--- src/rtl/quiz_pkg.sv ---
// Shared types and helpers for the quiz buzzer arbiter.
// Team indices are at most 16, so the cyclic pick works on a fixed 16-bit vector.
package quiz_pkg;
  localparam int MAX_TEAMS = 16;
  localparam int PICK_W    = 4;

  typedef enum logic [1:0] {
    ARMED   = 2'd0,
    LOCKED  = 2'd1,
    TIMEOUT = 2'd2
  } state_t;

  // Return the first set index at or after start, wrapping within n entries.
  function automatic logic [PICK_W-1:0] cyclic_pick(input logic [MAX_TEAMS-1:0] vec,
                                                    input logic [PICK_W-1:0]    start,
                                                    input int                   n);
    logic [PICK_W-1:0] pick;
    logic              found;
    int                idx;
    pick  = '0;
    found = 1'b0;
    for (int i = 0; i < MAX_TEAMS; i++) begin
      idx = int'(start) + i;
      if (idx >= n) idx = idx - n;
      if (!found && i < n && vec[idx[PICK_W-1:0]]) begin
        pick  = idx[PICK_W-1:0];
        found = 1'b1;
      end
    end
    return pick;
  endfunction
endpackage

--- src/rtl/quiz_team_qualify.sv ---
// One team: two-flop synchroniser on each member button, then masked AND/OR
// reduce. A team with no enabled members never qualifies.
module quiz_team_qualify #(
  parameter int MEMBERS = 2
) (
  input  logic               clk,
  input  logic               rst_n,
  input  logic [MEMBERS-1:0] btn,
  input  logic [MEMBERS-1:0] en,
  input  logic               all_mode,
  output logic               qual
);
  logic [MEMBERS-1:0] s1, s2;

  always_ff @(posedge clk) begin
    if (!rst_n) begin
      s1 <= '0;
      s2 <= '0;
    end else begin
      s1 <= btn;
      s2 <= s1;
    end
  end

  assign qual = all_mode ? ((|en) && (&(s2 | ~en))) : (|(s2 & en));
endmodule

--- src/rtl/quiz_buzzer_arbiter.sv ---
// N-team quiz buzzer arbiter: first newly-qualifying team wins the lamp and
// locks out the rest until host_clr; optional answer timeout.
module quiz_buzzer_arbiter
  import quiz_pkg::*;
#(
  parameter int N_TEAMS = 3,
  parameter int MEMBERS = 2,
  parameter int TIMER_W = 16,
  parameter int RR_PRIO = 1
) (
  input  logic                       clk,
  input  logic                       rst_n,
  input  logic                       host_clr,
  input  logic [N_TEAMS*MEMBERS-1:0] btn,
  input  logic [N_TEAMS*MEMBERS-1:0] member_en,
  input  logic [N_TEAMS-1:0]         team_all,
  input  logic [TIMER_W-1:0]         answer_limit,
  output logic [N_TEAMS-1:0]         lamp,
  output logic                       winner_valid,
  output logic [$clog2(N_TEAMS)-1:0] winner_id,
  output logic                       tie,
  output logic                       timeout,
  output logic [TIMER_W-1:0]         timer
);
  localparam int ID_W = $clog2(N_TEAMS);

  logic [N_TEAMS-1:0] qual, qual_prev, new_q;
  logic [PICK_W-1:0]  pick;
  logic [ID_W-1:0]    pick_id, rr_ptr;
  logic [1:0]         warm;
  state_t             state;

  for (genvar g = 0; g < N_TEAMS; g++) begin : g_team
    quiz_team_qualify #(.MEMBERS(MEMBERS)) u_team (
      .clk      (clk),
      .rst_n    (rst_n),
      .btn      (btn[g*MEMBERS +: MEMBERS]),
      .en       (member_en[g*MEMBERS +: MEMBERS]),
      .all_mode (team_all[g]),
      .qual     (qual[g])
    );
  end

  assign new_q   = qual & ~qual_prev;
  assign pick    = cyclic_pick(MAX_TEAMS'(new_q), (RR_PRIO != 0) ? PICK_W'(rr_ptr) : '0, N_TEAMS);
  assign pick_id = ID_W'(pick);

  always_ff @(posedge clk) begin
    if (!rst_n) begin
      state        <= ARMED;
      qual_prev    <= '1;
      warm         <= '0;
      rr_ptr       <= '0;
      lamp         <= '0;
      winner_valid <= 1'b0;
      winner_id    <= '0;
      tie          <= 1'b0;
      timeout      <= 1'b0;
      timer        <= '0;
    end else begin
      // Sync flops restart at 0 after reset; until they have refilled, treat
      // every team as already held so a button held through reset cannot win.
      warm <= {warm[0], 1'b1};
      tie  <= 1'b0;
      if (host_clr) begin
        state        <= ARMED;
        qual_prev    <= '1;
        lamp         <= '0;
        winner_valid <= 1'b0;
        timeout      <= 1'b0;
        timer        <= '0;
      end else begin
        qual_prev <= warm[1] ? qual : '1;
        case (state)
          ARMED: begin
            if (|new_q) begin
              state        <= LOCKED;
              winner_id    <= pick_id;
              winner_valid <= 1'b1;
              lamp         <= N_TEAMS'(1) << pick_id;
              tie          <= $countones(new_q) > 1;
              rr_ptr       <= (pick_id == ID_W'(N_TEAMS-1)) ? '0 : pick_id + 1'b1;
              timer        <= '0;
            end
          end
          LOCKED: begin
            if (timer != '1) timer <= timer + 1'b1;
            if (answer_limit != '0 && timer == answer_limit - 1'b1) begin
              state        <= TIMEOUT;
              lamp         <= '0;
              winner_valid <= 1'b0;
              timeout      <= 1'b1;
            end
          end
          TIMEOUT: ;
          default: state <= ARMED;
        endcase
      end
    end
  end
endmodule

--- config.mk ---
export PLATFORM = sky130hd
export DESIGN_NAME = quiz_buzzer_arbiter
export DESIGN_NICKNAME = d
export VERILOG_FILES = /design/src/rtl/quiz_pkg.sv /design/src/rtl/quiz_team_qualify.sv /design/src/rtl/quiz_buzzer_arbiter.sv
export SDC_FILE = /design/constraint.sdc
export NUM_CORES = 1
export LEC_CHECK = 0
export ABC_AREA = 1
export CAP_MARGIN = 20
export CORE_UTILIZATION = 30
export DETAILED_ROUTE_END_ITERATION = 7
export PLACE_DENSITY_LB_ADDON = 0.15
export SLEW_MARGIN = 20
export SYNTH_ARGS = -nofsm -noshare
export SYNTH_HDL_FRONTEND = slang
export SYNTH_HIERARCHICAL = 1
export SYNTH_SLANG_ARGS = --single-unit
--- constraint.sdc ---
create_clock -name clk -period 2.9 [get_ports clk]
set_clock_uncertainty 0.2 [all_clocks]
set_input_delay 0.435 -clock clk [delete_from_list [all_inputs] [get_ports clk]]
set_output_delay 0.435 -clock clk [all_outputs]
set_load 0.01 [all_outputs]
==> impl_metrics.yaml <==
routing:
  num_vias: 2764
  drc: 8
  ant_nets: 0
  drt-initial-drc-count: 157
  drt-wirelength-per-cell_um: 11.7
  first_pass_iters: 6
  vias_per_cell: 4.59
  drt_wl_total_um: 7070
floorplanning:
  rows: 34
  initial_core_util_pct: 31.3
  die_w_um: 97.9
  core_region_area_um2: 8810
  num_io_pins: 58
  die_y_um: 97.9
  fp.dieArea_um2: 9580
worst_setup_path:
  critical_path_arrival_ns: 2.56
  required_ns: 2.92
  critPathLaunchType: "primary input"
  end_kind: "flip-flop"
  critical_path_class: "in -> reg"
  cp_max_fo: 5
cells_and_area:
  utilization_pct: 40.6
  n_fill_cell: 918
  drive_above_1_share_pct: 9.11
  nets: 536
  multiInputGateArea_um2: 1570
  antennaDiodeCount: 0
  fin_cells: 602
  area_delta_synth_final_pct: 29.8
  seqCellArea_um2: 901
synth:
  synthArstFlopShare_pct: 0
  yosys.area.top_type: "dfxtp_1"
  syn_inst: 426
  ys_types: 37
  synth_top_area_share_pct: 32.7
  yosys-top-cells-area: "dfxtp_1 (33%), nand2_1 (16%), inv_1 (8.7%)"
  syn_area_per_cell_um2: 6.47
  synth_ff_type: "dfxtp_1"
  yosysSeqAreaShare_pct: 32.7
  syn_nets: 468
  synth_edf_count: 0
  synth-seq-cells: 45
  synth_commonest_cells: "nand2_1 (120), inv_1 (64), nor2_1 (49)"
  yosysWarnings: 6
  syn-cell-area_um2: 2760
  synth.most_common_cell: "nand2_1"
sta:
  hold_viol: 0
  fin_tns_setup_ns: 0
  final-setup-viol-count: 0
  fin_crit_sh_pct: 87.3
  tightestPinTransition_ns: 0.398
  slew_headroom_pct: 73.3
  slew_viol_final: 0
  fmax_ghz: 0.395
  setup_ws_ns: 0.368
  rsz0062_at_grt: "false"
  post-route-min-period_ns: 2.53
pwr:
  ir_worst_vdd_uv: 185
  p_per_area_nw_per_um2: 329
  power_leakage_nw: 1.54
clock_tree:
  cts_tree: "built"
  cts_hold_buf: 0
  path_clk_slew_ns: 0.08
  numCtsBuffers: 5
  ctsHtreeMaxLevel: 2
  cts-resized-gates: 0
  post_cts_buffers: 0
  cts.sinks: 45
  clk_latency_ns: 0.28
  clockRootBuffer: "clkbuf_8"
  clock_path_buffers: 2
place:
  gp_congestion: 0.898
  io_buffers: 57
  dp_hpwl_um: 5760
  dp_cells: 595
  dp_slack_ns: 0.0931
outcome:
  outcome: "complete, but fails checks"
  violations: "design-rule violations"
global_routing:
  overflow: 0
  grt_max_degree: 19
  antenna_found_initial: 0
  grt_first_pass_wirelength_um: 11900
  grt_usage_pct: 15.1
  grt_pass1_vias: 2585
min_path:
  hold_class: "reg -> reg"
job:
  max-cap-violations: 0
worst max-delay path: stages:
cell	delay, ns
clkdlybuf4s50_1	0.47
nand2_1	0.05
nand2_1	0.06
inv_1	0.04
a21oi_2	0.12
nand2_1	0.14
inv_2	0.09
nor3_2	0.05
inv_2	0.05
nand2_2	0.09
nand2_2	0.16
inv_4	0.07
nor2_4	0.14
nand2_1	0.08
inv_2	0.07
nand2_2	0.05
nor2_1	0.18
nand2_1	0.08
a21oi_1	0.11
kinds of logic (layout without fill, tap and decap cells):
family	Yosys count	in the layout	share of synthesized area [%]
AND/OR/NAND/NOR	232	232	37.8
buffers and inverters	76	144	10.4
AO/OA/AOI/OAI	49	49	10.4
flip-flops	45	45	32.7
XOR/XNOR	16	16	5.08
adder cells (fa/ha/maj)	8	8	3.63
metrics by stage:
stage | area, um^2 | hold slack, ns | power (mW)
6_report | 3580 | 0.210 | 1.18
5_1_grt | 3580 | 0.226 | 1.24
4_1_cts | 3580 | 0.217 | 1.20
3_5_place_dp | 3490 | 0.198 | 0.809
3_3_place_gp | 3490 | 0.193 | 0.808
2_1_floorplan | 2760 | 0.190 | 0.728
state kept, by name, summed over array words and instances (netlist names):
name              count
g_team.u_team/s1      6
g_team.u_team/s2      6
lamp                  3
qual_prev             3
rr_ptr                2
state                 2
tie                   1
timeout               1
timer                16
warm                  2
winner_id             2
winner_valid          1
per-layer routing:
metal  GRT usage [%]  vias up  share of wire (%)
met2            24.9       85                 45
met1            20.0     1209                 48
met5               0        -                  0
met4            4.08        0               0.69
li1                -     1466                  -
met3            3.15        4                6.1
path summary, 6_finish.rpt:
kind	start	to	slack [ns]	cells after the start
hold reg to reg	g_team[2].u_team/s1[1]$_SDFF_PN0_	g_team[2].u_team/s2[1]$_SDFF_PN0_	0.21	2
setup / recovery	member_en[2]	timer[14]$_SDFFE_PP0P_	0.37	19
setup reg to reg	rr_ptr[1]$_SDFFE_PN0P_	rr_ptr[1]$_SDFFE_PN0P_	0.61	11
hold / removal	g_team[2].u_team/s1[1]$_SDFF_PN0_	g_team[2].u_team/s2[1]$_SDFF_PN0_	0.21	2
power by group:
part	internal, mW	switching [mW]	total (mW)	leakage, nW
clock network	0.189	0.194	0.383	0.0443
logic	0.0777	0.0843	0.162	1.13
registers	0.628	0.00394	0.632	0.366
final cells by class:
| cell class | count | share of cell area (%) |
|---|---|---|
| Inverter | 76 | 8.04 |
| Sequential cell | 45 | 25.2 |
| Timing Repair Buffer | 61 | 16.8 |
| Tap cell | 108 | 3.78 |
| Clock buffer | 7 | 2.41 |
| Multi-Input combinational cell | 305 | 43.8 |
layout by cell type, fill, tap and decap left out, types with 3 or more instances in the layout:
cell	n
o21ai_1	4
xor2_1	5
inv_2	11
buf_4	4
a21oi_2	3
inv_1	64
a31oi_1	3
ha_1	8
xnor2_1	11
nor2_4	4
nor3_1	5
nand3_1	26
nor2_2	5
dfxtp_1	45
nand3b_1	4
o21ai_0	16
clkdlybuf4s50_1	57
a21oi_1	15
nand4_1	6
clkbuf_8	6
nand2_2	4
nor2_1	49
nand2_1	120
No activity file was read; power rests on OpenSTA's default activity.
